==> src/rtl/rotate_scan_ctrl.sv <==
// rotate_scan_ctrl: raster scan generator that streams destination pixel
// coordinates and their rotated source coordinates with valid/ready flow.
// Rotation is about the frame centre (cols/2, rows/2). Coefficients are
// signed fixed point with ANGLE_WIDTH-2 fraction bits (1.0 = 2**(ANGLE_WIDTH-2)).
// Optional feature macro: ROTATE_SCAN_OOB_EN adds the out_oob flag.

module rotate_matrix #(
  parameter int unsigned IN_WIDTH    = 12,
  parameter int unsigned ANGLE_WIDTH = 10,
  parameter int unsigned OUT_WIDTH   = 14
) (
  input  logic [IN_WIDTH-1:0]    x,
  input  logic [IN_WIDTH-1:0]    y,
  input  logic [IN_WIDTH-1:0]    cols,
  input  logic [IN_WIDTH-1:0]    rows,
  input  logic [ANGLE_WIDTH-1:0] cos_theta,
  input  logic [ANGLE_WIDTH-1:0] sin_theta,
  output logic [OUT_WIDTH-1:0]   rot_x,
  output logic [OUT_WIDTH-1:0]   rot_y
);
  localparam int unsigned PW   = IN_WIDTH + ANGLE_WIDTH + 3;
  localparam int unsigned FRAC = ANGLE_WIDTH - 2;

  logic signed [PW-1:0] cx, cy, dx, dy, cs, sn, px, py;

  // Centre-relative rotation, arithmetic shift drops the fraction bits
  always_comb begin
    cx    = PW'(cols >> 1);
    cy    = PW'(rows >> 1);
    dx    = PW'(x) - cx;
    dy    = PW'(y) - cy;
    cs    = PW'($signed(cos_theta));
    sn    = PW'($signed(sin_theta));
    px    = ((dx * cs - dy * sn) >>> FRAC) + cx;
    py    = ((dx * sn + dy * cs) >>> FRAC) + cy;
    rot_x = OUT_WIDTH'(px);
    rot_y = OUT_WIDTH'(py);
  end
endmodule

module rotate_scan_ctrl #(
  parameter int unsigned IN_WIDTH    = 12,
  parameter int unsigned ANGLE_WIDTH = 10,
  parameter int unsigned OUT_WIDTH   = 14
) (
  input  logic                   clk,
  input  logic                   resetb,
  input  logic                   start,
  input  logic                   abort,
  input  logic [ANGLE_WIDTH-1:0] cos_theta,
  input  logic [ANGLE_WIDTH-1:0] sin_theta,
  input  logic [IN_WIDTH-1:0]    num_cols,
  input  logic [IN_WIDTH-1:0]    num_rows,
  output logic                   busy,
  output logic                   out_valid,
  input  logic                   out_ready,
  output logic [IN_WIDTH-1:0]    dst_x,
  output logic [IN_WIDTH-1:0]    dst_y,
  output logic [OUT_WIDTH-1:0]   src_x,
  output logic [OUT_WIDTH-1:0]   src_y,
  output logic                   out_sof,
  output logic                   out_eol,
  output logic                   out_eof,
`ifdef ROTATE_SCAN_OOB_EN
  output logic                   out_oob,
`endif
  output logic                   frame_done
);
  typedef enum logic [1:0] {ST_IDLE, ST_RUN, ST_DONE} state_t;

  state_t                 state, state_nxt;
  logic [ANGLE_WIDTH-1:0] cos_q, sin_q, cos_sel, sin_sel;
  logic [IN_WIDTH-1:0]    cols_q, rows_q, cols_sel, rows_sel;
  logic [IN_WIDTH-1:0]    nx, ny;
  logic [OUT_WIDTH-1:0]   rot_x, rot_y;
  logic                   latch, load, adv, accept;

  // Rotation of the coordinate about to be presented
  rotate_matrix #(
    .IN_WIDTH   (IN_WIDTH),
    .ANGLE_WIDTH(ANGLE_WIDTH),
    .OUT_WIDTH  (OUT_WIDTH)
  ) u_rot (
    .x        (nx),
    .y        (ny),
    .cols     (cols_sel),
    .rows     (rows_sel),
    .cos_theta(cos_sel),
    .sin_theta(sin_sel),
    .rot_x    (rot_x),
    .rot_y    (rot_y)
  );

  // State register
  always_ff @(posedge clk) begin
    if (!resetb) state <= ST_IDLE;
    else         state <= state_nxt;
  end

  // Next state, scan advance and operand selection (live inputs only on start)
  always_comb begin
    state_nxt = state;
    latch     = 1'b0;
    load      = 1'b0;
    adv       = 1'b0;
    nx        = dst_x;
    ny        = dst_y;
    cos_sel   = cos_q;
    sin_sel   = sin_q;
    cols_sel  = cols_q;
    rows_sel  = rows_q;
    accept    = out_valid && out_ready;
    case (state)
      ST_IDLE: begin
        if (start) begin
          latch    = 1'b1;
          cos_sel  = cos_theta;
          sin_sel  = sin_theta;
          cols_sel = num_cols;
          rows_sel = num_rows;
          if (num_cols != '0 && num_rows != '0) begin
            state_nxt = ST_RUN;
            load      = 1'b1;
            nx        = '0;
            ny        = '0;
          end else begin
            state_nxt = ST_DONE;
          end
        end
      end
      ST_RUN: begin
        if (abort) begin
          state_nxt = ST_IDLE;
        end else if (accept) begin
          if (out_eof) begin
            state_nxt = ST_DONE;
          end else begin
            adv = 1'b1;
            if (dst_x == cols_q - IN_WIDTH'(1)) begin
              nx = '0;
              ny = dst_y + IN_WIDTH'(1);
            end else begin
              nx = dst_x + IN_WIDTH'(1);
            end
          end
        end
      end
      ST_DONE: state_nxt = ST_IDLE;
      default: state_nxt = ST_IDLE;
    endcase
  end

`ifdef ROTATE_SCAN_OOB_EN
  localparam int unsigned CW = OUT_WIDTH + IN_WIDTH + 1;
  logic signed [CW-1:0] sxe, sye, cole, rowe;
  logic                 oob_nxt;

  // Signed bounds test of the next source coordinate against the frame
  always_comb begin
    sxe     = CW'($signed(rot_x));
    sye     = CW'($signed(rot_y));
    cole    = CW'(cols_sel);
    rowe    = CW'(rows_sel);
    oob_nxt = (sxe < 0) || (sye < 0) || (sxe >= cole) || (sye >= rowe);
  end
`endif

  // Registered beat outputs, latched frame parameters and status flags
  always_ff @(posedge clk) begin
    if (!resetb) begin
      cos_q      <= '0;
      sin_q      <= '0;
      cols_q     <= '0;
      rows_q     <= '0;
      busy       <= 1'b0;
      out_valid  <= 1'b0;
      frame_done <= 1'b0;
      dst_x      <= '0;
      dst_y      <= '0;
      src_x      <= '0;
      src_y      <= '0;
      out_sof    <= 1'b0;
      out_eol    <= 1'b0;
      out_eof    <= 1'b0;
`ifdef ROTATE_SCAN_OOB_EN
      out_oob    <= 1'b0;
`endif
    end else begin
      if (latch) begin
        cos_q  <= cos_theta;
        sin_q  <= sin_theta;
        cols_q <= num_cols;
        rows_q <= num_rows;
      end
      busy       <= (state_nxt != ST_IDLE);
      out_valid  <= (state_nxt == ST_RUN);
      frame_done <= (state_nxt == ST_DONE);
      if (load || adv) begin
        dst_x   <= nx;
        dst_y   <= ny;
        src_x   <= rot_x;
        src_y   <= rot_y;
        out_sof <= load;
        out_eol <= (nx == cols_sel - IN_WIDTH'(1));
        out_eof <= (nx == cols_sel - IN_WIDTH'(1)) && (ny == rows_sel - IN_WIDTH'(1));
`ifdef ROTATE_SCAN_OOB_EN
        out_oob <= oob_nxt;
`endif
      end else if (state_nxt != ST_RUN) begin
        out_sof <= 1'b0;
        out_eol <= 1'b0;
        out_eof <= 1'b0;
`ifdef ROTATE_SCAN_OOB_EN
        out_oob <= 1'b0;
`endif
      end
    end
  end
endmodule

==> config.mk <==
export PLATFORM = sky130hd
export DESIGN_NAME = rotate_scan_ctrl
export DESIGN_NICKNAME = d
export VERILOG_FILES = /design/src/rtl/rotate_scan_ctrl.sv
export SDC_FILE = /design/constraint.sdc
export NUM_CORES = 2
export LEC_CHECK = 0
export ABC_CLOCK_PERIOD_IN_PS = 18500
export CORE_ASPECT_RATIO = 1.2
export CORE_MARGIN = 10
export CORE_UTILIZATION = 50
export CTS_BUF_LIST = sky130_fd_sc_hd__clkbuf_4
export DETAILED_ROUTE_END_ITERATION = 6
export MAX_ROUTING_LAYER = met4
export PLACE_DENSITY = 0.77
export SYNTH_ARGS = -nofsm -noshare
export SYNTH_HDL_FRONTEND = slang
export SYNTH_SLANG_ARGS = --single-unit
export TNS_END_PERCENT = 1
==> constraint.sdc <==
create_clock -name clk -period 18.5 [get_ports clk]
set_input_delay 3.7 -clock clk [delete_from_list [all_inputs] [get_ports clk]]
set_output_delay 3.7 -clock clk [all_outputs]
set_load 0.005 [all_outputs]
# Word-level counts from Yosys, hierarchy flattened
# Index checks and enable logic that the tools add are counted.
# word_totals
word_cells,87
regBits,104
input_bits,49
# op_classes
addsub,11
multipliers,4
n_reduce_logical,9
n_eq_ne,7
mux,41
# ops
op,n
2-to-1 mux 12 bit,16
multiplier 13 x 10 -> 22 bit,4
case mux 12 bit (2 select lines),2
2-to-1 mux 10 bit,4
== test 12 bit,3
subtractor 12 x 1 -> 12 bit (second input constant),3
adder 14 x 12 -> 14 bit,2
subtractor 12 x 11 -> 13 bit,2
adder 12 x 1 -> 12 bit (second input constant),2
nonzero test 12 bit,2
adder 22 bit,1
subtractor 22 bit,1
2-to-1 mux 1 bit,13
2-to-1 mux 2 bit,5
== test 2 x 1 -> 1 bit (second input constant),2
case mux 2 bit (2 select lines),1
nonzero test 2 bit,2
logical AND 1 bit,3
== test 2 bit (second input constant),1
zero test 2 bit,1
inequality test 2 x 1 -> 1 bit (second input constant),1
logical OR 1 bit,1

# Longest topological paths before layout
# logic_depth
depth_word,11
depth_mapped,59
depth_no_buf,55

# Cells and area by module
# From an unflattened synthesis, not the netlist that was laid out.
# hier_totals
hier_cells,3319
area_unflattened_um2,28135.7
# modules_own_cells
module,area_per_inst_um2,seq_area_each_um2,cells_each,instances
rotate_matrix,21634.5,0.0,2440,1
rotate_scan_ctrl,6501.2,2082.0,879,1

# Least setup slack after synthesis
# OpenSTA, ideal clock, no wires.
# synth_path
kind,input port to flip-flop
start,in start
end,reg src_x[13]
slack_ns,2.633
n_path_buf,6
setup_time_ns,0.122
required_ns,18.378
arrival_ns,15.745
cell_stages,47
path_cell_list,nor3b_1 buf_1 clkbuf_1 buf_2 buf_2 buf_2 buf_1 a21oi_1 inv_1 ha_1 inv_1 fa_1 a21o_1 a21oi_1 o211ai_1 xor2_1 nand2_1 fa_1 [... 11 more ...] ha_1 a2111oi_0 o21ai_0 a31oi_1 nor2b_1 o21a_1 nor2_1 ha_1 a21o_1 a2111oi_0 o31ai_1 o41ai_1 nor2_1 maj3_1 a221oi_1 nand4b_1 mux2i_1 a311o_1
# synth_via
elab_chain_len,6
word_cells_on_any_way,21
cone_classes,add/sub (4); mul (2); mux (14); reduce/logical (1)
# synth_lines
item,line,source
from (decl),48,"input logic start,"
2-to-1 mux 12 bit,115,if (start) begin
case mux 12 bit (2 select lines) / 2-to-1 mux 12 bit (equally long branches),113,case (state)
subtractor 12 x 11 -> 13 bit (on tied branches),"30, 31",
multiplier 13 x 10 -> 22 bit,34,px = ((dx * cs - dy * sn) >>> FRAC) + cx;
subtractor 22 bit,34,
adder 14 x 12 -> 14 bit,34,
to (signal assigned),201,src_x <= rot_x;
to (decl),59,"output logic [OUT_WIDTH-1:0] src_x,"
# Several ways; a longest one is shown, not always the timed one.
# A chain may end at the register's enable or synchronous reset.

# Worst setup path after layout
# layout_path
start,in num_cols[0]
end,reg src_x[13]
# layout_via
elab_chain_len,9
word_cells_on_any_way,18
cone_classes,add/sub (4); mul (2); mux (9); reduce/logical (3)
# layout_lines
item,line,source
from (decl),52,"input logic [IN_WIDTH-1:0] num_cols,"
nonzero test 12 bit,121,if (num_cols != '0 && num_rows != '0) begin
logical AND 1 bit,121,
2-to-1 mux 12 bit,121,
2-to-1 mux 12 bit,115,
case mux 12 bit (2 select lines),113,
via nx[1],74,"logic [IN_WIDTH-1:0] nx, ny;"
subtractor 12 x 11 -> 13 bit,30,dx = PW'(x) - cx;
multiplier 13 x 10 -> 22 bit,34,
subtractor 22 bit,34,
adder 14 x 12 -> 14 bit,34,
# The timed path passes the listed nets, and every way through them passes these cells.

==> run summary <==
The layout has 4672 filler cells. The tools report the achievable frequency as 59.4 MHz. Count of flip-flops with a built-in enable after synthesis: 0. The sequential-to-total area share from yosys stat is 7.97%, and the number of instances in the synthesized netlist is 3019. After clock tree synthesis, the clock-pin slew on the worst setup and hold paths is 210 ps. TritonCTS built the clock tree.

The final weighted congestion in routability-driven placement is 1.01. The count of yosys warnings during synthesis was 0; the clock insertion delay at the later pin of the skew report was 520 ps. Summing the areas of all xor and xnor instances in the mapped netlist gives 5.89% of the synthesized area. The transition time at the pin with the least slew margin is 1250 ps, and the time the worst path needs with I/O delays and setup is 16830 ps. STA classifies the critical path endpoint as a flip-flop. Leaving out fill and tap cells, the most frequent cells in the layout are 614 x sky130_fd_sc_hd__inv_1, 523 x sky130_fd_sc_hd__fa_1, 369 x sky130_fd_sc_hd__nor2_1, 328 x sky130_fd_sc_hd__nand2_1, 210 x sky130_fd_sc_hd__ha_1. The post-synthesis mux area share is 2.83%.

STA classifies the critical path startpoint as a primary input. The vias per cell was 5.58; the total global-route track usage was 26.8%. In the synthesized netlist the async set-or-reset flop fraction comes to 0%. The die footprint was 0.0618 sq mm. The detailed router finished its first iteration with 1845 violations. The routed design has 79200 um of wire. The class of the most critical hold timing path is flip-flop to flip-flop. After clock tree synthesis, the repair step resized 0 gates. The run gives 22300 as the via count of the first global-routing pass. For the final routed database, the setup TNS stands at 0 ps. Fraction of the mapped netlist area in adder cells: 50.3%. The largest net degree at the start of global routing came out at 68. The die is 229 um wide. The final route contains 21200 vias. The critical path data required time was 18940 ps. The number of nets still failing antenna checks after routing is 0, and the average wire length per cell after detail routing is 20.8 um. The tools report the final hold violation count as 0. The deepest level of the CTS H-tree was 3.

The total of flip-flops plus latches after synthesis was 104. The most common library cell in the layout ignoring fill and taps was sky130_fd_sc_hd__inv_1. The checks that failed: DRC.

The number of hold buffers added after CTS was 0. The detailed-route DRC error count was 4; the initial core utilization was 50.6%. Setup repair after global routing left no endpoint under its margin. CTS placed an instance of sky130_fd_sc_hd__clkbuf_4 at the clock tree root.

Buffers added to address setup during post-CTS repair amount to 0. The first global-routing pass estimated 126000 um of wire. The run gives 0 as the total global routing overflow. The logs give 16.0% for the tightest slew margin relative to the limit and 0 for the total setup violations reported at the end of the flow. I/O pin total: 107. The clock passes through at most 2 buffers. The clock buffer count from CTS was 9; the sink count of the clock tree was 104.

The worst path meets setup with 1670 ps of slack. The detailed-routing iteration count for the pre-antenna-repair pass was 7. The clock arrives with 29.7 ps of skew.

Of the available clock period, the critical path in the final layout requires 90.9%. Measured along the y axis, the die boundary spans 270 um. The worst setup path is of the primary input to flip-flop kind.

The synthesized netlist devotes 6.18% of its cell area to compound gates. The run finished, with violations left. For this run, the slowest stage of the critical path takes 620 ps. Top flip-flop cell by instance count after synthesis: sky130_fd_sc_hd__dfxtp_1. The number of maximum-capacitance constraint violations was 0; the buffering stage count on the worst path with inverters included was 6.

The count of buffers added on input and output ports is 106. The total area inside the core boundary comes to 0.0516 sq mm. The synthesized netlist devotes 16.3% of its cell area to simple gates.

The cell area that synthesis handed to floorplanning was 0.0261 sq mm. The tools report the number of antenna violations at the first check in global routing as 2. Grouping stages by cell kind, the critical path spends the most delay in compound AO/OA/AOI/OAI gates. After synthesis, the netlist uses 80 different library cells. The run gives 0 as the number of pins with negative max-slew slack in the final report. The main combinational cell family by area after synthesis was adder cells.

Detailed placement finished with a half-perimeter wire length of 64200 um. Arrival time of data at the critical path endpoint: 17270 ps. The highest fanout seen on the critical path is 14. Compared with the post-synthesis result, the final layout area differs by 8.75%. Before CTS, the worst setup slack after placement is 1340 ps. The layout cell share with drive strength beyond 1 is 4.86%, and the row count is 91. Counting every net in the synthesized netlist gives 3801.

The cell with the largest stage delay on the worst path was sky130_fd_sc_hd__nor4_1. The average instance in the mapped netlist occupies 8.65 sq um. The layout net count is 3881. The most frequent cell on the critical path is sky130_fd_sc_hd__fa_1.
## sequential cells by signal (all words and copies together) (netlist names)
name / flops
src_x: 14
src_y: 14
cols_q: 12
dst_x: 12
dst_y: 12
rows_q: 12
cos_q: 10
sin_q: 10
state: 2
busy: 1
frame_done: 1
out_eof: 1
out_eol: 1
out_sof: 1
out_valid: 1
## layer usage
metal / vias up / part of all wire, % / GRT usage [%]
li1: 9413 / - / -
met1: 10500 / 36 / 30.4
met2: 988 / 49 / 44.5
met3: 297 / 8.3 / 4.25
met4: 0 / 7.1 / 15.3
met5: - / 0 / -
## final cells by class
type	instances	area, sq um	area share [%]
Multi-Input combinational cell	2187	21400	75.2
Inverter	618	2320	8.17
Sequential cell	104	2080	7.33
Timing Repair Buffer	179	1610	5.66
Tap cell	697	872	3.07
Clock inverter	7	86.3	0.304
Clock buffer	9	67.6	0.238
Antenna cell	3	7.51	0.0264
## synthesized netlist by cell type (16+ instances only)
cell / count / area [sq um]
sky130_fd_sc_hd__nor3_1: 37 / 185
sky130_fd_sc_hd__and3_1: 16 / 100
sky130_fd_sc_hd__mux2_2: 19 / 214
sky130_fd_sc_hd__nor4_1: 16 / 100
sky130_fd_sc_hd__nand3_1: 43 / 215
sky130_fd_sc_hd__a21oi_1: 75 / 375
sky130_fd_sc_hd__nand2b_1: 30 / 188
sky130_fd_sc_hd__fa_1: 523 / 10500
sky130_fd_sc_hd__ha_1: 210 / 2630
sky130_fd_sc_hd__and2_1: 39 / 244
sky130_fd_sc_hd__xor2_1: 39 / 342
sky130_fd_sc_hd__inv_1: 615 / 2310
sky130_fd_sc_hd__xnor2_1: 134 / 1170
sky130_fd_sc_hd__a21o_1: 25 / 188
sky130_fd_sc_hd__clkbuf_1: 90 / 338
sky130_fd_sc_hd__nand2_1: 328 / 1230
sky130_fd_sc_hd__mux2i_1: 51 / 510
sky130_fd_sc_hd__nor2_1: 370 / 1390
sky130_fd_sc_hd__dfxtp_1: 104 / 2080
sky130_fd_sc_hd__o21ai_0: 34 / 170
## worst min-delay path, cell delays in order, from the launching register on
cell and delay, ps:
sky130_fd_sc_hd__dfxtp_1 360, sky130_fd_sc_hd__nand2_1 50, sky130_fd_sc_hd__a21oi_1 50
## stage by stage
stage	hold WS (ps)	instances	utilization, %	area [sq um]
floorplan	448	3019	-	26100
global placement	439	3785	54.8	28200
detailed placement	449	3785	54.8	28200
CTS	471	3801	55.1	28400
global route	497	3802	55.1	28400
finish	471	3804	55.1	28400
## logic make-up after synthesis
| kind of cell | count (synthesis) |
|---|---|
| mux | 71 |
| buf+inv | 728 |
| xor+xnor | 174 |
| fa+ha+maj | 736 |
| compound gates | 244 |
| flops | 104 |
| simple gates | 962 |
## final timing paths
kind	slack, ps	cells past startpoint	startpoint	end
hold reg to reg	470	2	src_y[7]	src_y[7]
setup / recovery	1670	47	num_cols[0]	src_x[13]
setup reg to reg	4160	48	cols_q[0]	src_x[13]
hold / removal	470	2	src_y[7]	src_y[7]
Power is left out: the tool's default activity adds up to more than one toggle a clock period on the data nets, which glitch-free logic cannot reach.
